===== src/rtl/id_ex_stage_reg.sv =====
// ID/EX pipeline register with load-use hazard detection, bubble insertion, branch flush and hold.
// Optional performance counters are enabled by defining IDEX_PERF_CNT_EN.
module id_ex_stage_reg #(
  parameter int XLEN            = 32,
  parameter int LOAD_USE_STALLS = 1
) (
  input  logic            clk,
  input  logic            rst,
  input  logic            id_valid,
  input  logic [XLEN-1:0] id_pc,
  input  logic [XLEN-1:0] id_rs1_data,
  input  logic [XLEN-1:0] id_rs2_data,
  input  logic [XLEN-1:0] id_imm,
  input  logic [4:0]      id_rs1,
  input  logic [4:0]      id_rs2,
  input  logic [4:0]      id_rd,
  input  logic            id_reg_write,
  input  logic            id_mem_read,
  input  logic            id_mem_write,
  input  logic            id_mem_to_reg,
  input  logic            id_alu_src,
  input  logic            id_branch,
  input  logic [3:0]      id_alu_op,
  input  logic            flush_ex,
  input  logic            ex_stall,
  output logic            ex_valid,
  output logic [XLEN-1:0] ex_pc,
  output logic [XLEN-1:0] ex_rs1_data,
  output logic [XLEN-1:0] ex_rs2_data,
  output logic [XLEN-1:0] ex_imm,
  output logic [4:0]      ex_rs1,
  output logic [4:0]      ex_rs2,
  output logic [4:0]      ex_rd,
  output logic            ex_reg_write,
  output logic            ex_mem_read,
  output logic            ex_mem_write,
  output logic            ex_mem_to_reg,
  output logic            ex_alu_src,
  output logic            ex_branch,
  output logic [3:0]      ex_alu_op,
  output logic            stall_id,
  output logic [31:0]     perf_bubbles,
  output logic [31:0]     perf_flushes
);

  typedef enum logic {RUN, BUBBLE} state_t;

  typedef struct packed {
    logic            valid;
    logic [XLEN-1:0] pc;
    logic [XLEN-1:0] rs1_data;
    logic [XLEN-1:0] rs2_data;
    logic [XLEN-1:0] imm;
    logic [4:0]      rs1;
    logic [4:0]      rs2;
    logic [4:0]      rd;
    logic            reg_write;
    logic            mem_read;
    logic            mem_write;
    logic            mem_to_reg;
    logic            alu_src;
    logic            branch;
    logic [3:0]      alu_op;
  } idex_t;

  state_t     state, state_nxt;
  logic [2:0] cnt, cnt_nxt;
  logic       hz, load_bub, capture;
  idex_t      id_bundle, ex_q;

  assign id_bundle = '{valid: id_valid, pc: id_pc, rs1_data: id_rs1_data,
                       rs2_data: id_rs2_data, imm: id_imm, rs1: id_rs1, rs2: id_rs2,
                       rd: id_rd, reg_write: id_reg_write, mem_read: id_mem_read,
                       mem_write: id_mem_write, mem_to_reg: id_mem_to_reg,
                       alu_src: id_alu_src, branch: id_branch, alu_op: id_alu_op};

  // Both sources are compared regardless of format; an occasional over-stall is harmless.
  assign hz = id_valid & ex_q.valid & ex_q.mem_read & (ex_q.rd != 5'd0) &
              ((ex_q.rd == id_rs1) | (ex_q.rd == id_rs2));

  assign stall_id = ~rst & (ex_stall | ((state == RUN) & hz & ~flush_ex) |
                            ((state == BUBBLE) & ~flush_ex));

  always_comb begin
    state_nxt = state;
    cnt_nxt   = cnt;
    load_bub  = 1'b0;
    capture   = 1'b0;
    if (ex_stall) begin
      // Full freeze: a flush presented during a hold is re-asserted by EX afterwards.
    end else if (flush_ex) begin
      load_bub  = 1'b1;
      state_nxt = RUN;
      cnt_nxt   = 3'd0;
    end else if ((state == RUN) && hz) begin
      load_bub = 1'b1;
      if (LOAD_USE_STALLS > 1) begin
        state_nxt = BUBBLE;
        cnt_nxt   = 3'(LOAD_USE_STALLS - 1);
      end
    end else if (state == BUBBLE) begin
      load_bub = 1'b1;
      cnt_nxt  = cnt - 3'd1;
      if (cnt == 3'd1) state_nxt = RUN;
    end else begin
      capture = 1'b1;
    end
  end

  always_ff @(posedge clk or posedge rst) begin
    if (rst) begin
      state <= RUN;
      cnt   <= 3'd0;
    end else begin
      state <= state_nxt;
      cnt   <= cnt_nxt;
    end
  end

  // ID -> EX boundary; bubbles zero every field so forwarding can never match them.
  always_ff @(posedge clk or posedge rst) begin
    if (rst)           ex_q <= '0;
    else if (load_bub) ex_q <= '0;
    else if (capture)  ex_q <= id_bundle;
  end

  assign ex_valid      = ex_q.valid;
  assign ex_pc         = ex_q.pc;
  assign ex_rs1_data   = ex_q.rs1_data;
  assign ex_rs2_data   = ex_q.rs2_data;
  assign ex_imm        = ex_q.imm;
  assign ex_rs1        = ex_q.rs1;
  assign ex_rs2        = ex_q.rs2;
  assign ex_rd         = ex_q.rd;
  assign ex_reg_write  = ex_q.reg_write;
  assign ex_mem_read   = ex_q.mem_read;
  assign ex_mem_write  = ex_q.mem_write;
  assign ex_mem_to_reg = ex_q.mem_to_reg;
  assign ex_alu_src    = ex_q.alu_src;
  assign ex_branch     = ex_q.branch;
  assign ex_alu_op     = ex_q.alu_op;

`ifdef IDEX_PERF_CNT_EN
  logic bub_evt, flush_evt;
  assign bub_evt   = ~ex_stall & ~flush_ex & (((state == RUN) & hz) | (state == BUBBLE));
  assign flush_evt = ~ex_stall & flush_ex;

  always_ff @(posedge clk or posedge rst) begin
    if (rst) begin
      perf_bubbles <= 32'd0;
      perf_flushes <= 32'd0;
    end else begin
      if (bub_evt)   perf_bubbles <= perf_bubbles + 32'd1;
      if (flush_evt) perf_flushes <= perf_flushes + 32'd1;
    end
  end
`else
  assign perf_bubbles = 32'd0;
  assign perf_flushes = 32'd0;
`endif

endmodule


===== config.mk =====
export PLATFORM = sky130hd
export DESIGN_NAME = id_ex_stage_reg
export DESIGN_NICKNAME = d
export VERILOG_FILES = /design/src/rtl/id_ex_stage_reg.sv
export SDC_FILE = /design/constraint.sdc
export NUM_CORES = 1
export LEC_CHECK = 0
export BUFFER_PORTS_ARGS = -buffer_cell sky130_fd_sc_hd__buf_2
export CORE_AREA = 2 2 147 149
export DETAILED_ROUTE_END_ITERATION = 8
export DIE_AREA = 0 0 149 151
export GPL_TIMING_DRIVEN = 0
export HOLD_SLACK_MARGIN = 0.1
export PLACE_DENSITY = 0.74
export SLEW_MARGIN = 0
export SYNTH_ARGS = -nofsm -noshare
export SYNTH_HDL_FRONTEND = slang
export SYNTH_SLANG_ARGS = --single-unit

===== constraint.sdc =====
create_clock -name clk -period 8.3 [get_ports clk]
set_clock_uncertainty 0.2 [all_clocks]
set_input_delay 0.83 -clock clk [delete_from_list [all_inputs] [get_ports clk]]
set_output_delay 0.83 -clock clk [all_outputs]
set_load 0.01 [all_outputs]

Word-level counts from Yosys, hierarchy flattened
Index checks and enable logic that the tools add are counted.
{ "classes": {"n_bitwise": 15, "reduce_logical": 6, "eq_ne": 4, "muxes": 17, "addsub": 1} }
{ "op_table": {"columns": ["operator", "count"], "rows": [
  ["$mux W154", 2],
  ["$mux W1", 12],
  ["$eq A5 B5 Y1", 2],
  ["$mux W3", 3],
  ["$and A1 B1 Y1", 8],
  ["$reduce_bool A5 Y1", 1],
  ["$not A1 Y1", 4],
  ["$reduce_bool A2 Y1", 2],
  ["$eq A3 B1 Y1 const B", 1],
  ["$or A1 B1 Y1", 3],
  ["$reduce_and A3 Y1", 1],
  ["$sub A3 B1 Y3 const B", 1],
  ["$ne A2 B2 Y1 const B", 1],
  ["$reduce_and A2 Y1", 1],
  ["$logic_and A1 B1 Y1", 1]
]} }
{ "totals": {"in_bits": 158, "ff_bits": 158} }

Depth between registers and ports, before layout
Gate-level depths: netlist of the first run.
{ "logic_depth": {"ltp_word": 10, "mapped_depth": 7, "depth_no_buf": 6} }

Worst setup path after synthesis of the first run
Ideal clock, no wire load.
{ "synth_timing": {"kind": "in2out", "startpoint": "in rst", "endpoint": "out stall_id", "cell_stages": 3, "slack_ns": 2.515, "arrival_time_ns": 4.755, "t_required_ns": 7.270, "cell_sequence": "inv_1 -> o21ai_0 -> o41ai_1"} }
{ "synth_between": {"elab_chain_len": 2} }
{ "synth_lines": {"columns": ["element", "line_no", "text"], "rows": [
  ["start, declared", "8", "input logic rst,"],
  ["$not A1 Y1", "81", "assign stall_id = ~rst & (ex_stall | ((state == RUN) & hz & ~flush_ex) |"],
  ["$and A1 B1 Y1", "81", null],
  ["end, declared", "41", "output logic stall_id,"]
]} }
No other way between the ends.

Final worst setup path of the first run
{ "layout_timing": {"startpoint": "in ex_stall", "endpoint": "out stall_id"} }
{ "layout_between": {"elab_chain_len": 3} }
{ "layout_lines": {"columns": ["element", "line_no", "text"], "rows": [
  ["start, declared", "25", "input logic ex_stall,"],
  ["$or A1 B1 Y1 (2 in a row)", "81", null],
  ["$and A1 B1 Y1", "81", null]
]} }
No other way between the ends.

==> results of run 1 <==
## worst paths after layout
kind,start,endpoint,cells after the start
max in group asynchronous,rst,ex_rs1_data[19],3
worst min-delay path,rst,ex_imm[11],2
min in group clk,cnt[0],cnt[0],1
worst min register to register,cnt[0],cnt[0],1
worst max-delay path,ex_stall,stall_id,6
worst max register to register,ex_rd[2],ex_imm[9],6
## Yosys cell counts, types with 2 or more instances
cell,n,area [µm²]
clkbuf_1,39,146
buf_6,8,90.1
a22o_1,55,482
nand2_1,4,15.0
a22o_2,99,991
a21o_2,99,867
xor2_1,10,87.6
buf_4,65,488
dlygate4sd1_1,2,17.5
dfrtp_1,158,3950
inv_1,4,15.0
buf_2,25,125
nor2_1,5,18.8
o21ai_0,5,25.0
a21o_1,55,413
nor3_1,3,15.0
ha_1,2,25.0
clkbuf_8,10,138
a21oi_1,2,10.0
nor3b_1,154,1160
## per-stage QoR
| stage | power, mW | setup slack (ns) | area (µm²) | util [%] |
|---|---|---|---|---|
| final | 2.42 | 4.84 | 12000 | 57.6 |
| after global routing | 2.53 | 4.70 | 12000 | 57.5 |
| after CTS | 2.44 | 4.77 | 12000 | 57.5 |
| after detailed placement | 1.55 | 4.78 | 11300 | 54.4 |
| after global placement | 1.54 | 0.201 | 11300 | 54.2 |
| after floorplan | 1.32 | 2.51 | 9390 | - |
## final cells by class
type / instances / area, µm²
inverter: 4 / 22.5
antenna: 3 / 7.51
timing repair buffer: 312 / 1580
tap: 275 / 344
sequential: 158 / 3950
clock inverter: 12 / 208
clock buffer: 19 / 443
buffer: 150 / 1010
fill: 1846 / 8840
multi-input combinational: 565 / 4410
## cells in the final DEF (no fill, tap or decap), types with 4 or more instances in the layout
cell type / instances
a22o_1: 55
clkbuf_16: 17
dfrtp_1: 158
buf_4: 65
nor3b_1: 154
a21o_2: 99
clkbuf_1: 40
o21ai_0: 5
xor2_1: 10
clkbuf_8: 11
a21o_1: 55
nand2_1: 4
buf_2: 336
buf_6: 8
bufinv_16: 5
a22o_2: 99
conb_1: 64
nor2_1: 5
inv_6: 4
## metal layers
layer	global-route usage [%]	up-vias	part of all wire (%)
met4	5.67	6	1.1
li1	-	3703	-
met3	8.92	27	9.6
met2	39.7	280	47
met5	0	-	0.15
met1	30.9	3765	42
## kinds of logic (layout without fill, tap and decap cells)
| logic type | count (synthesis) | after routing |
|---|---|---|
| xor gates and xnor gates | 10 | 10 |
| other | 1 | 67 |
| DFF | 158 | 158 |
| and+or+nand+nor | 169 | 169 |
| buffers and inverters | 154 | 497 |
| adders and majority gates | 2 | 2 |
| AOI/OAI and AO/OA | 319 | 319 |
| muxes | 1 | 1 |
## critical path: cells and delay by family
family,cells,cell delay [ns]
buffers and inverters,4,1.34
AOI/OAI and AO/OA,2,0.25
## power by group
group          internal (mW)  switching [mW]  total (mW)
clock network          0.545           0.337       0.882
logic                  0.303           0.302       0.605
registers              0.870          0.0635       0.933
==> impl_summary.log, run 1 <==
INFO  metric design.die.area = around 22000 µm²
INFO  metric yosys_warnings = 0
INFO  metric critical_path.most_common_cell = buf_2
INFO  metric tritoncts_clock_tree = yes
INFO  metric grt_first_pass_wirelength = 42600 µm
INFO  metric crit_path_top_delay_cell = clkbuf_1
INFO  metric worst_hold_slack = 0.328 ns
INFO  metric die_w = 149 µm
INFO  metric maxSlewHeadroom = between 40 and 50%
INFO  metric synthAdderAreaFrac = 0.273%
INFO  metric data_required_critical_path = slightly above 7 ns
INFO  metric report.final.slew_viol_count = 0
INFO  metric worstMarginPinSlew = 0.771 ns
INFO  metric clock_latency = roughly 0.42 ns
INFO  metric synth_async_sr_flop_share = 100%
INFO  metric layout_worst_path_cycle_share = 41.7%
INFO  metric cts.repair.resized = 0
INFO  metric routed_wl = 28300 µm
INFO  metric reg2reg_setup_slack = around 5.9 ns
INFO  metric layout-drive-gt1-share = a little over half
INFO  metric tritoncts_num_sinks = roughly 160
INFO  metric wire_per_inst = around 19 µm
INFO  metric yosysSeqAreaShare = between 40 and 50%
INFO  metric maxClockFrequency = around 290 MHz
INFO  metric grt_antenna_before_repair = 5
INFO  metric detailedPlacementHpwl = 20600 µm
INFO  metric antenna_left = 0
INFO  metric floorplan.io_pins = between 300 and 400
INFO  metric cellLeakagePower = between 6 and 7 nW
INFO  metric critPathCaptureType = output port
INFO  metric critical_path.max_fanout = 10
INFO  metric setup.worst_path.start_class = input port
INFO  metric routed_via_density = 5.19
INFO  metric htree_num_levels = 4
INFO  metric timing_hold_violations_final = 0
INFO  metric core_outline_area = 20800 µm²
INFO  metric post_synth_xor_area_fraction = less than 1%
INFO  metric ys_seq_elements = about 160
INFO  metric clk_transition_reported_paths = around 0.07 ns
INFO  metric first_global_vias = ~7.6k
INFO  metric yosys_most_used_dff = dfrtp_1
INFO  metric yosys-mux-area-fraction = 0.109%
INFO  metric cts_setup_buffers = 0
INFO  metric height_of_the_die = roughly 150 µm
INFO  metric cp_slowest_stage_delay = 0.57 ns
INFO  metric netlist-cell-type-count = 30
INFO  metric place.port_buffers = between 300 and 400
INFO  metric cts_buffer_depth = 2
INFO  metric arrival_time_of_the_worst_setup_path = between 2 and 2.5 ns
INFO  metric maximum_number_of_pins_on_one_net_before_global_route_repair = a little over 90
INFO  metric synth.avg_cell_area = around 11 µm²
INFO  metric rows = 53
INFO  metric post-place-cells = about 1.5k
INFO  metric gp_congestion = slightly above 0.8
INFO  metric power.ir.vdd_worst = roughly 0.00014 V
INFO  metric numCtsBuffers = 17
INFO  metric maxCapViolCount = 0
INFO  metric grt-ovfl-total = 0
INFO  metric finalNetCount = 1368
INFO  metric detailed_routing_iteration_count_for_the_pre_antenna_repair_pass = 5
INFO  metric post_cts_hold_buffer_count = 0
INFO  metric synth-compound-area-share = between 30% and 40%
INFO  metric global_route.usage.total = 24.3%
INFO  metric timing_worst_setup_path_type = in -> out
INFO  metric setup-tns-final = 0 ns
INFO  metric dr_total_vias = between 7k and 8k
INFO  metric outcome = finished, final reports clean
INFO  metric count_of_final_setup_violators = 0
INFO  metric critical_path.cell_chain = buf_2 -> clkbuf_1 -> buf_2 -> o21ai_0 -> o41ai_1 -> buf_2
INFO  metric synthesis.area = roughly 9200 µm²
INFO  metric syn_to_final_growth = 30.9%
INFO  metric hold_class = in -> async
INFO  metric syn_inst = roughly 800
INFO  metric grt_setup_unrepaired = no
INFO  metric number_of_enable_type_register_cells_in_the_synthesized_netlist = 0
INFO  metric cellPowerDensity = a little over 200 nW/µm²
INFO  metric synth_simple_gate_area_share = between 10% and 20%
INFO  metric drt_first_iter_violations = around 340
INFO  metric layoutNonFillerInstCount = between 1k and 1.5k
INFO  metric drc = 0
INFO  metric initial_utilization = ~44%
INFO  metric final.min_clock_period = ~3.5 ns
INFO  metric cts_root_buf = clkbuf_16
INFO  metric synth_top_family_by_area = compound AO/OA/AOI/OAI gates
Power figures use the tool's default switching activity.
==> inputs of run 2 (changes only) <==
--- a/config.mk
+++ b/config.mk
@@ -6,12 +6,12 @@
 export NUM_CORES = 1
 export LEC_CHECK = 0
 export BUFFER_PORTS_ARGS = -buffer_cell sky130_fd_sc_hd__buf_2
-export CORE_AREA = 2 2 147 149
+export CORE_ASPECT_RATIO = 0.6
+export CORE_UTILIZATION = 49
 export DETAILED_ROUTE_END_ITERATION = 8
-export DIE_AREA = 0 0 149 151
 export GPL_TIMING_DRIVEN = 0
 export HOLD_SLACK_MARGIN = 0.1
-export PLACE_DENSITY = 0.74
+export PLACE_DENSITY = 0.81
 export SLEW_MARGIN = 0
 export SYNTH_ARGS = -nofsm -noshare
 export SYNTH_HDL_FRONTEND = slang
==> constraint.sdc (replaced) <==
create_clock -name clk -period 3.5 [get_ports clk]
set_clock_uncertainty 0.2 [all_clocks]
set_input_delay 0.35 -clock clk [delete_from_list [all_inputs] [get_ports clk]]
set_output_delay 0.35 -clock clk [all_outputs]
set_load 0.01 [all_outputs]
==> impl_summary.log, run 2 (synthesis gave the netlist of run 1 again) <==
INFO  metric layout_worst_path_cycle_share = 83.5%
INFO  metric grt_antenna_before_repair = 1
INFO  metric switching_power = 1.70 mW
INFO  metric multiInputGateArea = ~4400 µm²
INFO  metric insertedDiodeCount = 0
INFO  metric cts_root_buf = clkbuf_16
INFO  metric place.port_buffers = approximately 310
INFO  metric tritoncts_num_sinks = around 160
INFO  metric worstMarginPinSlew = ~0.61 ns
INFO  metric finalWorstSetupSlack = ~0.58 ns
INFO  metric grt-ovfl-total = 0
INFO  metric die_w = ~180 µm
INFO  metric outcome = finished, final reports clean
INFO  metric power.internal = 3.75 mW
INFO  metric cts.repair.resized = 0
INFO  metric rows = 38
INFO  metric clk_pwr_share = 32.8%
INFO  metric setup-tns-final = 0 ns
INFO  metric htree_num_levels = 4
INFO  metric pwr-share-comb = a little over a quarter
INFO  metric critPathCaptureType = output port
INFO  metric clk_transition_reported_paths = approximately 0.070 ns
INFO  metric floorplan.io_pins = ~380
INFO  metric placedInstanceArea = ~11000 µm²
INFO  metric finalNetCount = approximately 1.4k
INFO  metric final_cell_mix = 336 x buf_2, 158 x dfrtp_1, 154 x nor3b_1
INFO  metric routed_via_density = between 5 and 6
INFO  metric cellPowerDensity = approximately 460 nW/µm²
INFO  metric layout_commonest_cell = buf_2
INFO  metric pwr-share-seq = approximately two fifths
INFO  metric clock_latency = 0.41 ns
INFO  metric timing_hold_violations_final = 0
INFO  metric timing_worst_setup_path_type = reg -> out
INFO  metric dpl_worst_slack = around 1.0 ns
INFO  metric report.final.slew_viol_count = 0
INFO  metric gp_congestion = around 0.86
INFO  metric tritoncts_clock_tree = yes
INFO  metric height_of_the_die = 108 µm
INFO  metric worst_hold_slack = about 0.17 ns
INFO  metric filler_cell_count = 1534
INFO  metric count_of_final_setup_violators = 0
INFO  metric antenna_left = 0
INFO  metric core_outline_area = between 15000 and 20000 µm²
INFO  metric layoutNonFillerInstCount = 1466
INFO  metric hold_class = in -> reg
INFO  metric detailedPlacementHpwl = between 20000 and 25000 µm
INFO  metric routed_wl = about 27000 µm
INFO  metric setup.worst_path.start_class = register
INFO  metric data_required_critical_path = approximately 3 ns
INFO  metric sequential_cell_area = between 3000 and 4000 µm²
INFO  metric maxClockFrequency = 342 MHz
INFO  metric numCtsBuffers = 17
INFO  metric drt_first_iter_violations = between 500 and 600
INFO  metric dr_total_vias = 7927
INFO  metric post_cts_hold_buffer_count = 2
INFO  metric final.min_clock_period = between 2 and 3 ns
INFO  metric maximum_number_of_pins_on_one_net_before_global_route_repair = 33
INFO  metric cellLeakagePower = approximately 6.4 nW
INFO  metric design.die.area = slightly below 20000 µm²
INFO  metric wire_per_inst = approximately 19 µm
INFO  metric cts_buffer_depth = 2
INFO  metric critical_path.max_fanout = 10
INFO  metric global_route.usage.total = between 20 and 30%
INFO  metric layout-drive-gt1-share = between 50% and 60%
INFO  metric maxSlewHeadroom = 59.2%
INFO  metric power.ir.vdd_worst = around 0.00034 V
INFO  metric design_area = about 12000 µm²
INFO  metric detailed_routing_iteration_count_for_the_pre_antenna_repair_pass = 5
INFO  metric post-place-cells = approximately 1.4k
INFO  metric first_global_vias = between 7k and 8k
INFO  metric final_util = 65.7%
INFO  metric drc = 0
INFO  metric arrival_time_of_the_worst_setup_path = around 2.4 ns
INFO  metric grt_first_pass_wirelength = 42100 µm
INFO  metric syn_to_final_growth = 30.4%
INFO  metric initial_utilization = ~50%
INFO  metric maxCapViolCount = 0
INFO  metric cts_setup_buffers = 0
INFO  metric grt_setup_unrepaired = no
INFO  metric netSwitchingFraction = a little under a third
INFO  metric power_total = between 5 and 6 mW
-- run 2: power by group through the flow --
stage	Clock, mW	Combinational, mW	Sequential [mW]
finish	1.79	1.45	2.21
global route	1.89	1.58	2.23
CTS	1.81	1.45	2.21
detailed placement	0	1.44	2.24
global placement	0	1.41	2.23
floorplan	0	0.794	2.34
-- run 2: path summary, 6_finish.rpt --
kind | from | endpoint | slack [ns] | cells past startpoint
setup / recovery | ex_rd[1] | stall_id | 0.58 | 6
hold / removal | id_imm[28] | ex_imm[28] | 0.17 | 3
setup reg to reg | ex_rd[3] | ex_rs2_data[15] | 1.12 | 6
hold reg to reg | cnt[1] | cnt[1] | 0.32 | 2
max in group asynchronous | rst | ex_rs1_data[8] | 1.78 | 6
min in group asynchronous | rst | ex_rs2_data[6] | 0.36 | 3
-- run 2: layout make-up --
cell class	count	area share, %
Clock buffer	19	3.79
Tap cell	240	2.52
Multi-Input combinational cell	565	37.0
Buffer	150	8.45
Clock inverter	12	0.870
Inverter	4	0.157
Sequential cell	158	33.1
Timing Repair Buffer	318	14.1
-- run 2: critical path: stages, from the launching register on --
cell       delay (ns)
dfrtp_1          0.46
or4_1            0.59
o2111ai_2        0.24
buf_6            0.23
clkbuf_8         0.20
o41ai_1          0.07
buf_2            0.17
-- run 2: routing by layer --
layer  GRT usage, %  routed length [µm]
met1           39.4               12700
met5              0                  10
met2           43.1               12400
met4           7.51                 393
met3           7.38                1950
